[src/rtl/addsub_result_stage.sv]
`default_nettype none
// +--------------------------------------------------------------------------+
// | addsub_result_stage: 2-entry result FIFO for an add/sub unit, with       |
// | optional {N,Z,C,V} flags and a saturating overflow counter               |
// | (macro ADDSUB_RESULT_FLAGS_EN).                                          |
// | Revision: 1.0                                                            |
// +--------------------------------------------------------------------------+
module addsub_result_stage #(
  parameter int WIDTH = 32,
  parameter int CNT_W = 8
) (
  input  logic             CLK,
  input  logic             RESETN,
  input  logic             in_valid,
  output logic             in_ready,
  input  logic             in_is_sub,
  input  logic [WIDTH-1:0] in_a,
  input  logic [WIDTH-1:0] in_b,
  input  logic [WIDTH-1:0] in_result,
  output logic             out_valid,
  input  logic             out_ready,
  output logic [WIDTH-1:0] out_result,
  output logic [3:0]       out_flags,
  output logic [CNT_W-1:0] ovf_count
);

  logic [1:0]       count_q, count_d;
  logic [WIDTH-1:0] res0_q, res0_d;
  logic [WIDTH-1:0] res1_q, res1_d;
  logic             push, pop;
  logic             head_from_in, head_from_tail, tail_from_in;

  // Gating with RESETN keeps in_ready low for as long as reset is held.
  assign in_ready   = RESETN && (count_q != 2'd2);
  assign out_valid  = (count_q != 2'd0);
  assign push       = in_valid && in_ready;
  assign pop        = out_valid && out_ready;
  assign out_result = res0_q;

  always_comb begin
    head_from_in   = push && ((count_q == 2'd0) || ((count_q == 2'd1) && pop));
    head_from_tail = pop && (count_q == 2'd2);
    tail_from_in   = push && (count_q == 2'd1) && !pop;
    count_d        = count_q + {1'b0, push} - {1'b0, pop};
    res0_d         = res0_q;
    res1_d         = res1_q;
    if (head_from_in)        res0_d = in_result;
    else if (head_from_tail) res0_d = res1_q;
    if (tail_from_in)        res1_d = in_result;
  end

  always_ff @(posedge CLK or negedge RESETN) begin
    if (!RESETN) begin
      count_q <= 2'd0;
      res0_q  <= '0;
      res1_q  <= '0;
    end else begin
      count_q <= count_d;
      res0_q  <= res0_d;
      res1_q  <= res1_d;
    end
  end

`ifdef ADDSUB_RESULT_FLAGS_EN
  logic [WIDTH-1:0] sum_lo;
  logic [3:0]       new_flags;
  logic [3:0]       flags0_q, flags0_d;
  logic [3:0]       flags1_q, flags1_d;
  logic [CNT_W-1:0] ovf_q, ovf_d;
  logic             sa, sb, sr;

  assign sum_lo = in_a + in_b;
  assign sa     = in_a[WIDTH-1];
  assign sb     = in_b[WIDTH-1];
  assign sr     = in_result[WIDTH-1];

  always_comb begin
    new_flags[3] = sr;
    new_flags[2] = (in_result == '0);
    if (in_is_sub) begin
      new_flags[1] = (in_a >= in_b);
      new_flags[0] = (sa != sb) && (sr != sa);
    end else begin
      // The wrapped sum is below an operand exactly when bit WIDTH carried out.
      new_flags[1] = (sum_lo < in_a);
      new_flags[0] = (sa == sb) && (sr != sa);
    end
  end

  always_comb begin
    flags0_d = flags0_q;
    flags1_d = flags1_q;
    ovf_d    = ovf_q;
    if (head_from_in)        flags0_d = new_flags;
    else if (head_from_tail) flags0_d = flags1_q;
    if (tail_from_in)        flags1_d = new_flags;
    if (push && new_flags[0] && (ovf_q != {CNT_W{1'b1}}))
      ovf_d = ovf_q + 1'b1;
  end

  always_ff @(posedge CLK or negedge RESETN) begin
    if (!RESETN) begin
      flags0_q <= 4'd0;
      flags1_q <= 4'd0;
      ovf_q    <= '0;
    end else begin
      flags0_q <= flags0_d;
      flags1_q <= flags1_d;
      ovf_q    <= ovf_d;
    end
  end

  assign out_flags = flags0_q;
  assign ovf_count = ovf_q;
`else
  logic unused_ops;
  assign unused_ops = ^{in_is_sub, in_a, in_b};
  assign out_flags  = 4'd0;
  assign ovf_count  = '0;
`endif

endmodule
`default_nettype wire

[config.mk]
export PLATFORM = sky130hd
export DESIGN_NAME = addsub_result_stage
export DESIGN_NICKNAME = d
export VERILOG_FILES = /design/src/rtl/addsub_result_stage.sv
export SDC_FILE = /design/constraint.sdc
export NUM_CORES = 1
export LEC_CHECK = 0
export CAP_MARGIN = 10
export CORE_MARGIN = 2
export CORE_UTILIZATION = 55
export CTS_BUF_LIST = sky130_fd_sc_hd__clkbuf_8
export DETAILED_ROUTE_END_ITERATION = 10
export DONT_BUFFER_PORTS = 1
export PLACE_DENSITY = 0.85
export SYNTH_ARGS = -nofsm -noshare
export SYNTH_HDL_FRONTEND = slang
export SYNTH_SLANG_ARGS = --single-unit
[constraint.sdc]
create_clock -name CLK -period 1.79 [get_ports CLK]
set_input_delay 0.537 -clock CLK [delete_from_list [all_inputs] [get_ports CLK]]
set_output_delay 0.537 -clock CLK [all_outputs]
set_load 0.005 [all_outputs]
==> run metrics <==
clock skew=0.00769 ns; CTS clock-pin slew for the worst setup and hold paths=0.07 ns; total CTS buffers=9; DRT Pass-1 Iters=4; drt first-iter violations=76; routed len/inst=17.9 um; peak supply drop=902 uV; DIE WIDTH=79.3 um; gr ovfl total=0; Longest Clk Path Bufs=2; Final #Nets=between 300 and 400; synthesized cell area=about 3100 um^2; Mean Syn Cell Area=15.6 um^2; CTS H-tree depth=3; RSZ-0062 raised after global routing=false; sequential share of the synthesized area=52.9%; post-route ant nets=0; most used routing layer=met2; Critical Path RT=2.00 ns; Vias/cell=5.40; Die H=between 70 and 80 um; clock power share=around 22%; met2 usage in global routing=29.7%; Root Driver=clkbuf_8; Hold Vio Cnt, Final=66; Slew Limit Fails=0; die footprint=between 6000 and 7000 um^2; Tcrit/Tclk final=94.9%; Synth Register Bits=66; post-DP HPWL=approximately 3.6 mm; Seq pwr share=44.4%; DR vias=1554; Worst Slack Setup Final=0.0915 ns; initial core utilization=56.7%; Logic pwr share=33.4%; Skew-Pair Late Insertion Delay=0.33 ns; Leak Pwr=around 1.7 nW; # IOs=147; total power draw=6.10 mW; kind of critical path=reg2reg; Internal Pwr Total=4.50 mW; Hold Crit Class=in2async; Post-DP Area=around 3200 um^2; routing usage on met1=between 20% and 30%; Syn-to-layout area delta=11.5%; slowest stage delay, CP=0.42 ns; Util after Layout=between 60 and 70%; critical path cell sequence=buf_4 -> nand3b_1 -> buf_12 -> mux2_2 -> mux2_4; final setup TNS=0 ns; pre-CTS setup slack=-0.00876 ns; initial antenna violation count=0; Final GP Congestion=0.734; FP Rows=27; WL final=5.17 mm; Arr. time, crit path=1.91 ns; Inst Count DP=271; CP max stage cell=dfrtp_1; Tmin final=1.70 ns; MaxCap Viol Count=0; switching share of power=between 20% and 30%; crit start category=register; via count of the first global-routing pass=1729; Critical Path End Type=register; filler instances=408; P_sw=1.60 mW; global-route wire length before repair=8.45 mm; number of synthesis warnings=0; Fmax=589 MHz; CTS sink count=66; Final Setup Violations=0; met3 GRT Util=approximately 7.3%; CTS tree=built; Cell variety after synth=19; cell area after layout=3480 um^2; largest net degree at the start of global routing=70; Residual DRC=0; worst-path fanout max=15; status=complete, but fails checks; Post-Syn Instances=200; Ant. Diodes=0; PortBufs=0; Pwr per Cell Area=1750 nW/um^2; ratio of cells with drive above 1 in the final layout=57.4%; Non-Filler Instances=around 290; core area=between 5000 and 6000 um^2; failing checks=negative hold slack; gr usage total=between 10% and 20%; Final Hold Slack=-0.107 ns
-- cell usage after synthesis, drive strengths merged --
cell type	n	area (um^2)
and2	2	12.5
nand2b	2	12.5
nand3	1	5.00
mux2	96	1190
inv	1	3.75
xnor2	2	17.5
nand2	1	3.75
nor3	1	10.0
or2	1	6.26
nand3b	1	7.51
conb	1	3.75
buf	22	159
ha	2	25.0
dfrtp	66	1650
or3b	1	8.76
-- sequential cells by signal, indices dropped and copies added, names as in the netlist --
| name | cells |
|---|---|
| count_q | 2 |
| out_result | 32 |
| res1_q | 32 |
-- power by group through the flow --
| stage | Clock, mW | Sequential, mW | Combinational [mW] |
|---|---|---|---|
| 2_1_floorplan | 0 | 2.59 | 1.73 |
| 3_3_place_gp | 0 | 2.71 | 1.92 |
| 3_5_place_dp | 0 | 2.76 | 2.03 |
| 4_1_cts | 1.40 | 2.73 | 2.03 |
| 5_1_grt | 1.46 | 2.82 | 2.21 |
| 6_report | 1.35 | 2.71 | 2.04 |
-- what timing repair did --
| action | in CTS | in global routing |
|---|---|---|
| hold endpoints to repair | 66 | 66 |
| endpoints found under the setup margin | 0 | 2 |
| resized for setup | 0 | 2 |
| buffers inserted | 0 | 1 |
-- metal layers --
metal	share of wire (%)	up-vias
li1	-	706
met1	40	788
met2	50	52
met3	8.1	8
met4	1.7	0
met5	0	-
-- layout by cell type, fill, tap and decap left out, types with 5 or more instances in the layout --
master,n
conb_1,12
clkbuf_8,10
mux2_2,64
dfrtp_1,66
mux2_4,30
buf_12,6
buf_4,5
-- cell families (layout without fill, tap and decap cells) --
kind of cell | count (synthesis) | in the layout | synth area share, %
and+or+nand+nor | 10 | 10 | 2.12
muxes | 96 | 96 | 38.3
DFF | 66 | 66 | 52.9
buffers and inverters | 23 | 28 | 5.21
xor gates and xnor gates | 2 | 2 | 0.561
adders and majority gates | 2 | 2 | 0.802
other | 1 | 12 | 0.120
-- path summary, 6_finish.rpt --
| kind | cells past startpoint | end | slack, ns | from |
|---|---|---|---|---|
| setup / recovery | 5 | out_result[23] | 0.09 | count_q[1] |
| hold / removal | 0 | out_result[16] | -0.11 | RESETN |
| setup reg to reg | 5 | out_result[23] | 0.09 | count_q[1] |
| hold reg to reg | 1 | res1_q[29] | 0.49 | res1_q[29] |
| max in group asynchronous | 0 | out_result[23] | 1.81 | RESETN |
| min in group CLK | 1 | res1_q[18] | 0.35 | in_result[18] |
-- critical path, delay by kind of cell (launching register included) --
kind | cells | cell delay, ns
mux | 2 | 0.60
flops | 1 | 0.42
buf+inv | 2 | 0.35
simple gates | 1 | 0.20
-- area by class of cell --
cell class	count	area (um^2)	share of cell area [%]
multi-input combinational	122	1360	39.0
tap	72	90.1	2.59
sequential	66	1650	47.4
timing repair buffer	11	158	4.53
clock inverter	6	81.3	2.34
clock buffer	10	138	3.95
inverter	1	3.75	0.108
Power figures use the tool's default switching activity.
